$ cat src/rtl/pwr_mode_seq.sv
// Purpose  : low-power entry/exit sequencer between the IDLE decoder and the clock controller.
// Latency  : IDLE_ST rises 1 cycle after IDLE_req; RUN is reached 1+SETTLE_CYC cycles after the wake event.
// Backpressure: none; IDLE_req is a pulse, and requests arriving outside RUN are dropped without a nack.
//
// Ports:
//   DSPCLK, P_RSTn          core clock, async active-low reset
//   IDLE_req, IDLE_mode     IDLE instruction pulse and requested mode (00 idle, 01 standby, 10 sleep, 11 reserved)
//   IRQ_pend, IRQ_msk       pending interrupts and wake-enable mask
//   PWDACK, Awake           clock controller sleep ack and oscillator-settled indication
//   force_wake              ICE/debug wake pulse
//   tmr_val                 wake timer reload (only when PWR_WAKE_TMR_EN is defined)
//   IDLE_ST_h, IDLE_ST, IRE handshake into the clock controller
//   core_stall              pipeline hold, asserted from ENTER through the settle window
//   idle_nack, wake_done    1-cycle reject / return-to-RUN pulses
//   wake_src                0 irq, 1 awake, 2 force, 3 timer; held until the next wake
//
// Optional feature: define PWR_WAKE_TMR_EN to add the wake down-counter and the tmr_val port.

module pwr_mode_seq #(
  parameter int unsigned SETTLE_CYC = 4,
  parameter int unsigned TMR_W      = 12
) (
  input  logic             DSPCLK,
  input  logic             P_RSTn,
  input  logic             IDLE_req,
  input  logic [1:0]       IDLE_mode,
  input  logic [3:0]       IRQ_pend,
  input  logic [3:0]       IRQ_msk,
  input  logic             PWDACK,
  input  logic             Awake,
  input  logic             force_wake,
`ifdef PWR_WAKE_TMR_EN
  input  logic [TMR_W-1:0] tmr_val,
`endif
  output logic             IDLE_ST_h,
  output logic             IDLE_ST,
  output logic [3:0]       IRE,
  output logic             core_stall,
  output logic             idle_nack,
  output logic             wake_done,
  output logic [1:0]       wake_src
);

  typedef enum logic [2:0] {
    S_RUN, S_ENTER, S_WAIT_ACK, S_LOWPWR, S_EXIT, S_SETTLE
  } state_e;

  localparam logic [1:0] M_IDLE  = 2'b00;
  localparam logic [1:0] M_STBY  = 2'b01;
  localparam logic [1:0] M_SLEEP = 2'b10;
  localparam logic [1:0] M_RSVD  = 2'b11;

  localparam logic [1:0] WS_IRQ   = 2'd0;
  localparam logic [1:0] WS_AWAKE = 2'd1;
  localparam logic [1:0] WS_FORCE = 2'd2;
  localparam logic [1:0] WS_TMR   = 2'd3;

  localparam logic [3:0] SETTLE_LOAD = 4'(SETTLE_CYC - 1);

  state_e     state_q;
  logic [1:0] mode_q;
  logic [3:0] ire_q;
  logic       idle_st_h_q;
  logic       idle_st_q;
  logic       stall_q;
  logic       nack_q;
  logic       wdone_q;
  logic [1:0] wsrc_q;
  logic [3:0] settle_q;
  logic       awake_q;
  logic [TMR_W-1:0] tmr_q;

  logic irq_eff;
  logic awake_rise;
  logic is_sleep;
  logic tmr_hit;

  assign irq_eff    = |(IRQ_pend & IRQ_msk);
  assign awake_rise = Awake & ~awake_q;
  assign is_sleep   = (mode_q == M_SLEEP);
  // Counter value 1 means this LOWPWR cycle is the one that takes it to zero.
  // A zero count (tmr_val==0 or timer absent) never fires.
  assign tmr_hit    = !is_sleep && (tmr_q == TMR_W'(1));

`ifndef PWR_WAKE_TMR_EN
  // Timer absent: counter tied off so the wake priority logic is shared by both builds.
  assign tmr_q = '0;
`endif

  always_ff @(posedge DSPCLK or negedge P_RSTn) begin
    if (!P_RSTn) begin
      state_q     <= S_RUN;
      mode_q      <= M_IDLE;
      ire_q       <= '0;
      idle_st_h_q <= 1'b0;
      idle_st_q   <= 1'b0;
      stall_q     <= 1'b0;
      nack_q      <= 1'b0;
      wdone_q     <= 1'b0;
      wsrc_q      <= WS_IRQ;
      settle_q    <= '0;
      awake_q     <= 1'b0;
`ifdef PWR_WAKE_TMR_EN
      tmr_q       <= '0;
`endif
    end else begin
      // pulse outputs default low every cycle
      idle_st_h_q <= 1'b0;
      nack_q      <= 1'b0;
      wdone_q     <= 1'b0;
      awake_q     <= Awake;

      case (state_q)
        S_RUN: begin
          if (IDLE_req) begin
            if (irq_eff || IDLE_mode == M_RSVD) begin
              nack_q <= 1'b1;
            end else begin
              mode_q      <= IDLE_mode;
              ire_q       <= (IDLE_mode == M_SLEEP) ? 4'b1000 :
                             (IDLE_mode == M_STBY)  ? {1'b0, IRQ_msk[2:0]} : 4'b0000;
              state_q     <= S_ENTER;
              idle_st_h_q <= 1'b1;
              idle_st_q   <= 1'b1;
              stall_q     <= 1'b1;
            end
          end
        end

        S_ENTER: begin
`ifdef PWR_WAKE_TMR_EN
          tmr_q <= tmr_val;
`endif
          state_q <= is_sleep ? S_WAIT_ACK : S_LOWPWR;
        end

        S_WAIT_ACK: begin
          // interrupts cannot wake the core until the controller has acked
          if (force_wake) begin
            state_q   <= S_EXIT;
            idle_st_q <= 1'b0;
            ire_q     <= '0;
            wsrc_q    <= WS_FORCE;
          end else if (PWDACK) begin
            state_q <= S_LOWPWR;
          end
        end

        S_LOWPWR: begin
          if (force_wake || (is_sleep && awake_rise) || tmr_hit || (!is_sleep && irq_eff)) begin
            state_q   <= S_EXIT;
            idle_st_q <= 1'b0;
            ire_q     <= '0;
            wsrc_q    <= force_wake               ? WS_FORCE :
                         (is_sleep && awake_rise) ? WS_AWAKE :
                         tmr_hit                  ? WS_TMR   : WS_IRQ;
`ifdef PWR_WAKE_TMR_EN
            tmr_q     <= '0;
`endif
          end
`ifdef PWR_WAKE_TMR_EN
          // the count is frozen while the oscillator is down in sleep
          else if (!is_sleep && tmr_q != '0) begin
            tmr_q <= tmr_q - TMR_W'(1);
          end
`endif
        end

        S_EXIT: begin
          state_q  <= S_SETTLE;
          settle_q <= SETTLE_LOAD;
        end

        S_SETTLE: begin
          if (settle_q == '0) begin
            state_q <= S_RUN;
            stall_q <= 1'b0;
            wdone_q <= 1'b1;
          end else begin
            settle_q <= settle_q - 4'd1;
          end
        end

        default: state_q <= S_RUN;
      endcase
    end
  end

  assign IDLE_ST_h  = idle_st_h_q;
  assign IDLE_ST    = idle_st_q;
  assign IRE        = ire_q;
  assign core_stall = stall_q;
  assign idle_nack  = nack_q;
  assign wake_done  = wdone_q;
  assign wake_src   = wsrc_q;

endmodule

$ cat config.mk
export PLATFORM = sky130hd
export DESIGN_NAME = pwr_mode_seq
export DESIGN_NICKNAME = d
export VERILOG_FILES = /design/src/rtl/pwr_mode_seq.sv
export SDC_FILE = /design/constraint.sdc
export NUM_CORES = 1
export LEC_CHECK = 0
export ABC_CLOCK_PERIOD_IN_PS = 5300
export CAP_MARGIN = 20
export CORE_ASPECT_RATIO = 0.7
export CORE_MARGIN = 2
export CORE_UTILIZATION = 51
export CTS_CLUSTER_DIAMETER = 200
export DETAILED_ROUTE_END_ITERATION = 8
export PLACE_DENSITY_LB_ADDON = 0.15
export SLEW_MARGIN = 20
export SYNTH_ARGS = -nofsm -noshare
export SYNTH_HDL_FRONTEND = slang
export SYNTH_SLANG_ARGS = --single-unit
$ cat constraint.sdc
create_clock -name DSPCLK -period 5.3 [get_ports DSPCLK]
set_input_delay 1.59 -clock DSPCLK [delete_from_list [all_inputs] [get_ports DSPCLK]]
set_output_delay 1.59 -clock DSPCLK [all_outputs]
set_load 0.1 [all_outputs]
==> flow_metrics.env <==
export IMPL_setup_viol=0
export IMPL_r2r_slack_ps=3380
export IMPL_crit_type="register to output pin"
export IMPL_drive_gt1_share_pct=11.7
export IMPL_synth_nets=111
export IMPL_hold_class="register to register"
export IMPL_dp_hpwl_mm=1.72
export IMPL_r2r_start="settle_q[0]"
export IMPL_final_max_slew_viol_count=0
export IMPL_drc=1
export IMPL_critPathRequiredTime_ps=3710
export IMPL_end_kind="output pin"
export IMPL_num_antenna_cells=0
export IMPL_fmaxAchievable_ghz=0.292
export IMPL_post_route_util_pct=69.8
export IMPL_worstPathMaxFanout=2
export IMPL_wirelength_mm=2.18
export IMPL_cts_buffer_depth=2
export IMPL_violations="DRC"
export IMPL_power_uw=741
export IMPL_dieArea_um2=2480
export IMPL_crit_buf_inv=1
export IMPL_rows=13
export IMPL_finClkSkew_ps=4.06
export IMPL_cts_sink_count=21
export IMPL_cts_clk_slew_worst_paths_ps=110
export IMPL_netlist_instances=94
export IMPL_leakagePower_nw=0.605
export IMPL_fp_dieH_um=42.3
export IMPL_cp_startpoint="IRE[2]"
export IMPL_grt_max_degree=22
export IMPL_outcome="finished, violations left"
export IMPL_avgSynthCellArea_um2=11.3
export IMPL_start_util_pct=55.5
export IMPL_p_per_area_nw_per_um2=554
export IMPL_crit_family="buffers and inverters"
export IMPL_cts_tree="built"
export IMPL_critPathLaunchType="register"
export IMPL_critPathArrivalTime_ps=1840
export IMPL_ys_seq_area_share_pct=49.3
export IMPL_cts_root_buf="clkbuf_4"
export IMPL_cts_buffers=3
export IMPL_cpMaxStageDelayCell="clkdlybuf4s50_1"
export IMPL_ctsResizeCount=0
export IMPL_clk_latency_ps=300
export IMPL_ios=27
export IMPL_track_usage_pct=21.9
export IMPL_cp_cell_sequence="clkdlybuf4s50_1"
export IMPL_ys_ff_latch=21
export IMPL_grt_pass1_vias=825
export IMPL_worst_slew_pin_slew_ps=996
export IMPL_drt_initial_drc_count=12
export IMPL_hold_viol=0
export IMPL_ant_nets=0
export IMPL_clkPwrFrac_pct=10.2
export IMPL_critPathMaxStageDelay_ps=1160
export IMPL_tns_ps=0
export IMPL_port_buffers=26
export IMPL_coreArea_um2=1920
export IMPL_seqPwrFrac_pct=35.7
export IMPL_hp_start="wake_src[1]"
export IMPL_netSwitchingPower_uw=349
export IMPL_fillers=154
export IMPL_routabilityCongestion=0.838
export IMPL_maxCapViolCount=0
export IMPL_p_sw_share_pct=47.1
export IMPL_areaGrowthSynthToFinish_pct=25.6
export IMPL_p_int_uw=392
export IMPL_synth_distinct_cells=37
export IMPL_grt_overflow=0
export IMPL_ctsHtreeMaxLevel=1
export IMPL_period_share_pct=64.7
export IMPL_cts_setup_buffers=0
export IMPL_first_pass_iters=6
export IMPL_slew_headroom_pct=33.4
export IMPL_yosysWarnings=0
export IMPL_num_vias=809
export IMPL_synthesis_area_um2=1070
export IMPL_antenna_found_initial=0
export IMPL_period_needed_ps=3430
export IMPL_p_comb_share_pct=54.1
export IMPL_viasPerCell=5.70
export IMPL_final_cell_mix="26 x clkdlybuf4s50_1, 21 x dfrtp_1, 8 x nand2_1"
export IMPL_grt_pass1_wl_mm=3.92
export IMPL_dieWidth_um=58.6
export IMPL_cts_hold_buf=0
export IMPL_final_common_cell="clkdlybuf4s50_1"
export IMPL_avgRoutedWirePerCell_um=15.4
export IMPL_grt_setup_unrepaired="no"
export IMPL_nNetsFinal=138
export IMPL_ir_drop_mv=0.371
-- state kept, by name, indices dropped and copies added, names as in the netlist, 2 cells and up --
register	cells
mode_q	2
settle_q	4
state_q	3
wake_src	2
IRE	4
-- metrics by stage --
| stage | cell area, um2 | hold slack, ps | worst slack, ps | std cells |
|---|---|---|---|---|
| after global placement | 1310 | 469 | 1870 | 138 |
| after detailed placement | 1310 | 487 | 1800 | 138 |
| after global routing | 1340 | 534 | 1820 | 142 |
| after CTS | 1340 | 518 | 1850 | 142 |
| after floorplan | 1070 | 465 | 2380 | 94 |
| final | 1340 | 511 | 1870 | 142 |
-- cell type report --
class / count / area [um2] / area share [%]
sequential: 21 / 526 / 39.3
multi-input combinational: 66 / 488 / 36.4
timing repair buffer: 26 / 260 / 19.4
tap: 22 / 27.5 / 2.06
clock buffer: 4 / 26.3 / 1.96
inverter: 3 / 11.3 / 0.841
-- power by group through the flow --
stage                     Combinational, mW  Sequential [mW]  Clock, mW
after floorplan                       0.222            0.374          0
final                                 0.401            0.264     0.0757
after global placement                0.393            0.265          0
after CTS                             0.405            0.264     0.0784
after detailed placement              0.404            0.268          0
after global routing                  0.435            0.275     0.0855
-- per-layer routing --
| layer | global-route usage, % | share of wire, % | vias to the layer above | routed length [um] |
|---|---|---|---|---|
| li1 | - | - | 388 | - |
| met1 | 28.3 | 45 | 396 | 981 |
| met4 | 8.18 | 1.7 | 0 | 38 |
| met5 | 0 | 0 | - | 0 |
| met2 | 35.1 | 48 | 21 | 1050 |
| met3 | 5.86 | 5.0 | 4 | 110 |
-- cell families (layout without fill, tap and decap cells) --
group	count (synthesis)	count (layout)	synth area share (%)
fa+ha+maj	1	1	1.17
xor+xnor	2	2	1.64
compound gates	24	24	17.5
buf+inv	7	33	4.93
mux	4	4	4.81
flops	21	21	49.3
simple gates	35	35	20.7
-- cells in the mapped netlist (all sizes together) --
cell type  instances  area, um2
or2                1       6.26
inv                3       11.3
a21bo              1       10.0
mux2i              1       10.0
ha                 1       12.5
nand2b             1       6.26
nand3              2       10.0
a22o               7       61.3
nor4bb             1       10.0
xor2               2       17.5
buf                4       41.3
nand2              8       30.0
a31oi              1       6.26
a21o               3       22.5
o31a               1       8.76
or3b               1       11.3
nor4               1       12.5
nand3b             2       15.0
o2bb2ai            1       8.76
nor2               7       26.3
nor2b              3       26.3
o21bai             2       15.0
and2b              1       7.51
dfrtp             21        526
nor3               4       25.0
nor3b              3       33.8
o32ai              1       8.76
mux2               3       41.3
o21a               1       7.51
o21ai              1       5.00
a21oi              5       32.5
-- path summary, 6_finish.rpt --
path                                to  cells past startpoint
max in group asynchronous   state_q[1]                      1
setup / recovery                IRE[2]                      1
min in group asynchronous    IDLE_ST_h                      1
hold / removal             wake_src[1]                      1
setup reg to reg            state_q[0]                      6
hold reg to reg            wake_src[1]                      1
Note: power is estimated with default switching activity, not from simulation.
